`config.mk`:
```
export PLATFORM = sky130hd
export DESIGN_NAME = mem_sched
export DESIGN_NICKNAME = d
export VERILOG_FILES = /design/src/rtl/mem_sched_pkg.sv /design/src/rtl/mem_sched_fifo.sv /design/src/rtl/mem_sched.sv
export SDC_FILE = /design/constraint.sdc
export NUM_CORES = 2
export LEC_CHECK = 0
export BUFFER_PORTS_ARGS = -buffer_cell sky130_fd_sc_hd__clkbuf_2
export CORE_MARGIN = 2
export CORE_UTILIZATION = 55
export CTS_BUF_LIST = sky130_fd_sc_hd__clkbuf_2 sky130_fd_sc_hd__clkbuf_4 sky130_fd_sc_hd__clkbuf_8
export CTS_CLUSTER_DIAMETER = 150
export DETAILED_ROUTE_END_ITERATION = 7
export PLACE_DENSITY = 0.74
export SYNTH_ARGS = -nofsm -noshare
export SYNTH_HDL_FRONTEND = slang
export SYNTH_HIERARCHICAL = 1
export SYNTH_SLANG_ARGS = --single-unit
```
`constraint.sdc`:
```
create_clock -name clk_i -period 28.2 [get_ports clk_i]
set_input_delay 4.23 -clock clk_i [delete_from_list [all_inputs] [get_ports clk_i]]
set_output_delay 4.23 -clock clk_i [all_outputs]
set_load 0.02 [all_outputs]
```
`src/rtl/mem_sched_pkg.sv`:
```
`default_nettype none
// ============================================================================
// mem_sched_pkg : shared constants and FSM state type for mem_sched
// Rev 1.0
// ============================================================================
package mem_sched_pkg;

  localparam logic [2:0] CMD_WR    = 3'b000;
  localparam logic [2:0] CMD_RD    = 3'b001;
  localparam int         PIX_W     = 27;
  localparam int         LANE_W    = 32;
  localparam int         LANES     = 8;
  localparam int         ADDR_STEP = 8;

  typedef enum logic [1:0] {
    ST_IDLE = 2'd0,
    ST_WR   = 2'd1,
    ST_RD   = 2'd2
  } state_t;

endpackage
`default_nettype wire

```
`src/rtl/mem_sched_fifo.sv`:
```
`default_nettype none
// ============================================================================
// sync_fifo : single-clock FIFO with first-word fall-through read data
// Rev 1.0
// ============================================================================
module sync_fifo #(
  parameter int WIDTH = 256,
  parameter int DEPTH = 8
) (
  input  logic             clk_i,
  input  logic             rst_ni,
  input  logic             i_push,
  input  logic [WIDTH-1:0] i_din,
  input  logic             i_pop,
  output logic [WIDTH-1:0] o_dout,
  output logic             o_empty,
  output logic             o_full
);

  localparam int PW = (DEPTH > 1) ? $clog2(DEPTH) : 1;
  localparam int CW = $clog2(DEPTH + 1);
  localparam logic [PW-1:0] c_last_ptr = PW'(DEPTH - 1);
  localparam logic [CW-1:0] c_depth    = CW'(DEPTH);

  logic [WIDTH-1:0] r_mem [DEPTH];
  logic [PW-1:0]    r_wptr;
  logic [PW-1:0]    r_rptr;
  logic [CW-1:0]    r_count;
  logic             w_wr;
  logic             w_rd;

  assign o_empty = (r_count == '0);
  assign o_full  = (r_count == c_depth);
  assign w_wr    = i_push & ~o_full;
  assign w_rd    = i_pop & ~o_empty;
  assign o_dout  = r_mem[r_rptr];

  always_ff @(posedge clk_i) begin
    if (w_wr) r_mem[r_wptr] <= i_din;
  end

  always_ff @(posedge clk_i or negedge rst_ni) begin
    if (!rst_ni) begin
      r_wptr  <= '0;
      r_rptr  <= '0;
      r_count <= '0;
    end else begin
      if (w_wr) r_wptr <= (r_wptr == c_last_ptr) ? '0 : r_wptr + 1'b1;
      if (w_rd) r_rptr <= (r_rptr == c_last_ptr) ? '0 : r_rptr + 1'b1;
      case ({w_wr, w_rd})
        2'b10:   r_count <= r_count + 1'b1;
        2'b01:   r_count <= r_count - 1'b1;
        default: r_count <= r_count;
      endcase
    end
  end

endmodule
`default_nettype wire

```
`src/rtl/mem_sched.sv`:
```
`default_nettype none
// ============================================================================
// mem_sched : packs/unpacks 27-bit pixels into 256-bit DDR3 bursts and
//             arbitrates the app command port over a circular frame buffer
// Rev 1.0
// ============================================================================
module mem_sched
  import mem_sched_pkg::*;
#(
  parameter int ADDR_WIDTH     = 29,
  parameter int APP_DATA_WIDTH = 256,
  parameter int FRAME_WORDS    = 259200,
  parameter int RD_DEPTH       = 8
) (
  input  logic                      clk_i,
  input  logic                      rst_ni,
  input  logic                      vin_val_i,
  output logic                      vin_rdy_o,
  input  logic [PIX_W-1:0]          vin_data_i,
  output logic                      vout_val_o,
  input  logic                      vout_rdy_i,
  output logic [PIX_W-1:0]          vout_data_o,
  output logic [ADDR_WIDTH-1:0]     app_addr_o,
  output logic [2:0]                app_cmd_o,
  output logic                      app_en_o,
  input  logic                      app_rdy_i,
  output logic [APP_DATA_WIDTH-1:0] app_wdf_data_o,
  output logic                      app_wdf_wren_o,
  output logic                      app_wdf_end_o,
  input  logic                      app_wdf_rdy_i,
  input  logic [APP_DATA_WIDTH-1:0] app_rd_data_i,
  input  logic                      app_rd_data_valid_i
);

  localparam int LW = $clog2(LANES);
  localparam int CW = $clog2(RD_DEPTH + 1);
  localparam logic [LW-1:0]         c_last_lane = LW'(LANES - 1);
  localparam logic [CW-1:0]         c_cred_max  = CW'(RD_DEPTH);
  localparam logic [ADDR_WIDTH-1:0] c_step      = ADDR_WIDTH'(ADDR_STEP);
  localparam logic [ADDR_WIDTH-1:0] c_last_addr = ADDR_WIDTH'((FRAME_WORDS - 1) * ADDR_STEP);

  state_t                    r_state, w_next;
  logic                      r_alive, r_full, r_cmd_done, r_dat_done, r_rd_go, r_last_wr;
  logic [LW-1:0]             r_wcnt, r_rcnt;
  logic [APP_DATA_WIDTH-1:0] r_wdata;
  logic [ADDR_WIDTH-1:0]     r_waddr, r_raddr, r_addr;
  logic [2:0]                r_cmd;
  logic [CW-1:0]             r_credits;

  logic w_vin_hs, w_last_pix, w_wr_pend, w_rd_pend;
  logic w_cmd_hs, w_wr_acc, w_rd_acc, w_dat_hs, w_cmd_fin, w_dat_fin;
  logic w_vout_hs, w_pop, w_buf_empty, w_buf_full, w_unused;
  logic [APP_DATA_WIDTH-1:0] w_head;

  assign vin_rdy_o  = r_alive & ~r_full;
  assign w_vin_hs   = vin_val_i & vin_rdy_o;
  assign w_last_pix = w_vin_hs & (r_wcnt == c_last_lane);
  // Lookahead on the last pixel lets the write grant land one cycle after it.
  assign w_wr_pend  = (r_full & ~r_cmd_done) | w_last_pix;
  assign w_rd_pend  = r_rd_go & (r_credits < c_cred_max);

  assign app_en_o       = (r_state != ST_IDLE);
  assign app_addr_o     = r_addr;
  assign app_cmd_o      = r_cmd;
  assign app_wdf_data_o = r_wdata;
  assign app_wdf_wren_o = r_full & ~r_dat_done;
  assign app_wdf_end_o  = app_wdf_wren_o;

  assign w_cmd_hs  = app_en_o & app_rdy_i;
  assign w_wr_acc  = w_cmd_hs & (r_state == ST_WR);
  assign w_rd_acc  = w_cmd_hs & (r_state == ST_RD);
  assign w_dat_hs  = app_wdf_wren_o & app_wdf_rdy_i;
  assign w_cmd_fin = r_cmd_done | w_wr_acc;
  assign w_dat_fin = r_dat_done | w_dat_hs;

  always_ff @(posedge clk_i or negedge rst_ni) begin
    if (!rst_ni) begin
      r_alive    <= 1'b0;
      r_wcnt     <= '0;
      r_wdata    <= '0;
      r_full     <= 1'b0;
      r_cmd_done <= 1'b0;
      r_dat_done <= 1'b0;
    end else begin
      r_alive <= 1'b1;
      if (w_vin_hs) begin
        r_wdata[r_wcnt*LANE_W +: LANE_W] <= LANE_W'(vin_data_i);
        r_wcnt <= r_wcnt + 1'b1;
        if (w_last_pix) r_full <= 1'b1;
      end
      if (r_full & w_cmd_fin & w_dat_fin) begin
        r_full     <= 1'b0;
        r_cmd_done <= 1'b0;
        r_dat_done <= 1'b0;
      end else begin
        if (w_wr_acc) r_cmd_done <= 1'b1;
        if (w_dat_hs) r_dat_done <= 1'b1;
      end
    end
  end

  always_ff @(posedge clk_i or negedge rst_ni) begin
    if (!rst_ni) r_state <= ST_IDLE;
    else         r_state <= w_next;
  end

  always_comb begin
    w_next = r_state;
    unique case (r_state)
      ST_IDLE: begin
        if (w_wr_pend && w_rd_pend) w_next = r_last_wr ? ST_RD : ST_WR;
        else if (w_wr_pend)         w_next = ST_WR;
        else if (w_rd_pend)         w_next = ST_RD;
      end
      ST_WR, ST_RD: if (app_rdy_i) w_next = ST_IDLE;
      default: w_next = ST_IDLE;
    endcase
  end

  // Command fields are latched at grant so app_addr_o never follows app_rdy_i.
  always_ff @(posedge clk_i or negedge rst_ni) begin
    if (!rst_ni) begin
      r_addr    <= '0;
      r_cmd     <= CMD_WR;
      r_last_wr <= 1'b0;
    end else if (r_state == ST_IDLE && w_next == ST_WR) begin
      r_addr    <= r_waddr;
      r_cmd     <= CMD_WR;
      r_last_wr <= 1'b1;
    end else if (r_state == ST_IDLE && w_next == ST_RD) begin
      r_addr    <= r_raddr;
      r_cmd     <= CMD_RD;
      r_last_wr <= 1'b0;
    end
  end

  always_ff @(posedge clk_i or negedge rst_ni) begin
    if (!rst_ni) begin
      r_waddr <= '0;
      r_raddr <= '0;
      r_rd_go <= 1'b0;
    end else begin
      if (w_wr_acc) begin
        if (r_waddr == c_last_addr) begin
          r_waddr <= '0;
          r_rd_go <= 1'b1;
        end else begin
          r_waddr <= r_waddr + c_step;
        end
      end
      if (w_rd_acc) r_raddr <= (r_raddr == c_last_addr) ? '0 : r_raddr + c_step;
    end
  end

  assign vout_val_o  = ~w_buf_empty;
  assign vout_data_o = w_head[r_rcnt*LANE_W +: PIX_W];
  assign w_vout_hs   = vout_val_o & vout_rdy_i;
  assign w_pop       = w_vout_hs & (r_rcnt == c_last_lane);
  assign w_unused    = ^{w_buf_full, w_head};

  always_ff @(posedge clk_i or negedge rst_ni) begin
    if (!rst_ni) begin
      r_rcnt    <= '0;
      r_credits <= '0;
    end else begin
      if (w_vout_hs) r_rcnt <= r_rcnt + 1'b1;
      case ({w_rd_acc, w_pop})
        2'b10:   r_credits <= r_credits + 1'b1;
        2'b01:   r_credits <= r_credits - 1'b1;
        default: r_credits <= r_credits;
      endcase
    end
  end

  sync_fifo #(
    .WIDTH (APP_DATA_WIDTH),
    .DEPTH (RD_DEPTH)
  ) u_rd_buf (
    .clk_i   (clk_i),
    .rst_ni  (rst_ni),
    .i_push  (app_rd_data_valid_i),
    .i_din   (app_rd_data_i),
    .i_pop   (w_pop),
    .o_dout  (w_head),
    .o_empty (w_buf_empty),
    .o_full  (w_buf_full)
  );

endmodule
`default_nettype wire
```
==> impl_metrics.toml <==
[outcome]
status = "complete, no violations"

[routing]
vias_per_cell = 5.983
ant_nets = 0
drt_wl_total_um = 186400
drt_iter0_markers = 3441
firstDrtPassIters = 5
wl_per_cell_um = 27.52
routed-via-count = 40530
drc = 0

[cells_and_area]
nNetsFinal = 4924
fillers = 9846
drive_above_1_share_pct = 40.78
final_cells = 6774
syn_to_final_growth_pct = 13.26

[clock_tree]
tritoncts = "yes"
htree_levels = 5
hold_buffers = 0
postCtsSetupRepairBufs = 0
clockBufferDepth = 4
cts_root_buf = "clkbuf_8"
cts_buffers = 337
cts-resized-gates = 0
clock_sinks = 2051
insertion_delay_ps = 1030
clk_pin_slew_worst_paths_ps = 60

[setup_path]
crit_arrival_ps = 7120
crit_slowest_cell = "buf_4"
cp_max_fo = 109
cp-start-kind = "register"
cpPeakStageDelay_ps = 910
cp_data_required_time_ps = 23970
r2r_slack_ps = 23390
worst_setup_path_end_kind = "primary output"
path_class = "reg -> out"
r2r-start = "u_rd_buf/r_count[0]$_DFFE_PN0P_"
timing.critical_path.cells = "buf_12, buf_4, buf_4, buf_4, mux4_2, mux2_2, mux4_2, mux2_2, clkbuf_2"
timing.rr.end = "u_rd_buf/r_mem[5][52]$_DFFE_PP_"
reg2regPathDepth = 6
crit_top_cell = "buf_4"

[global_routing]
grt_overflow = 0
grt_pass1_wl_um = 274300
grt_usage_pct = 25.04
grt_max_degree = 137
grt_pass1_vias = 41390
antenna_found_initial = 51

[floorplanning]
initial_core_util_pct = 55.38
die_h_um = 386.9
std_cell_rows = 140
die_area_sq_um = 149700
dieWidth_um = 386.9
coreArea_sq_um = 145600
ios = 610

[timing]
setup_viol = 0
fin_hold_ws_ps = 478.8
clock_skew_ps = 133.8
drv_slew = 0
fmax_ghz = 0.08814
rsz0062_at_grt = "no"
fin_crit_ps = 11350
setup_tns_ps = 0
finalHoldViolations = 0
tightest_slew_ps = 1257
finalCritPeriodShare_pct = 40.23
relSlewSlack_pct = 16.23

[yosys]
syn_area_sq_um = 80620
synthCells = 3908
syn_avg_cell_area_sq_um = 20.63
yosysWarnings = 6

[min_path]
hp-class = "reg -> reg"
whs_path_depth = 2
hold_path_end = "app_wdf_data_o[70]$_DFFE_PN0P_"
hp-start = "app_wdf_data_o[70]$_DFFE_PN0P_"

[pwr]
ir_drop_mv = 0.1318
power_density_nw_per_um2 = 104.8
p_leak_nw = 32.02
p_total_mw = 9.570

[placement]
dp.cells = 6186
dp_hpwl_um = 111400
io_buffers = 524
gp_congestion = 0.8856

[run]
maxCapViolCount = 0
## cells in the final DEF, fill, tap and decap left out, drive strengths merged, types with 4 or more instances in the layout
cell type  instances
edfxtp          1728
clkbuf           998
mux4             486
mux2             353
dfrtp            323
nand2            273
o21ai            176
clkinv            83
buf               58
conb              46
nor2              41
nand3             36
xor2              27
xnor2             24
ha                24
inv               23
diode             16
and3              13
nand4             12
nor3              11
nor2b             10
a21oi             10
nand2b             7
bufinv             7
clkinvlp           6
nor4               6
and2               5
and4               5
or4b               4
o22ai              4
## area by class of cell
type / count / area (sq um) / share of cell area, %
Inverter: 22 / 82.58 / 0.09044
Tap cell: 1917 / 2399 / 2.627
Multi-Input combinational cell: 1615 / 19210 / 21.03
Clock inverter: 97 / 614.3 / 0.6728
Sequential cell: 2051 / 59990 / 65.70
Antenna cell: 16 / 40.04 / 0.04385
Clock buffer: 475 / 5806 / 6.358
Timing Repair Buffer: 581 / 3173 / 3.475
## where the power goes
part           internal, mW  switching [mW]  total (mW)
Clock                  1.38            1.11        2.49
Sequential             3.82           0.217        4.04
Combinational          1.29            1.75        3.04
## how the worst max path moves through the flow
| stage | from | to | slack, ps | cells after the start |
|---|---|---|---|---|
| floorplan | app_rd_data_valid_i | u_rd_buf/r_mem[0][0]$_DFFE_PP_ | 2270 | 2 |
| global placement | u_rd_buf/r_rptr[0]$_DFFE_PN0P_ | vout_data_o[16] | 17590 | 9 |
| detailed placement | u_rd_buf/r_rptr[0]$_DFFE_PN0P_ | vout_data_o[16] | 17570 | 9 |
| CTS | u_rd_buf/r_rptr[0]$_DFFE_PN0P_ | vout_data_o[16] | 16490 | 9 |
| global route | u_rd_buf/r_rptr[0]$_DFFE_PN0P_ | vout_data_o[16] | 16160 | 9 |
| finish | u_rd_buf/r_rptr[0]$_DFFE_PN0P_ | vout_data_o[16] | 16850 | 9 |
## stage by stage
step	instance area (sq um)	setup WS [ps]	utilization (%)
after CTS	91270	16490	62.70
after detailed placement	84850	17570	58.29
after global routing	91290	16160	62.71
final	91310	16850	62.73
after floorplan	80790	2266	-
after global placement	84850	17590	58.29
## critical path, delay by kind of cell (launching register included)
family	cells	cell delay, ps
flip-flops	1	680
buffers and inverters	5	3520
multiplexers	4	1810
## layer usage
layer  vias up  share of wire (%)  global-route usage [%]
li1      17110                  -                       -
met1     21280                 39                   33.78
met2      1703                 49                   40.14
met3       393                8.7                   6.534
met4        52                3.1                   8.406
met5         -               0.18                       0
## sequential cells by signal, indices dropped and copies added, names as in the netlist, 2 cells and up
| signal | cells |
|---|---|
| u_rd_buf/r_mem | 1728 |
| app_wdf_data_o | 216 |
| app_addr_o | 26 |
| r_raddr | 26 |
| r_waddr | 26 |
| r_credits | 4 |
| u_rd_buf/r_count | 4 |
| r_rcnt | 3 |
| r_wcnt | 3 |
| u_rd_buf/r_rptr | 3 |
| u_rd_buf/r_wptr | 3 |
| r_state | 2 |
Note: power is estimated with default switching activity, not from simulation.
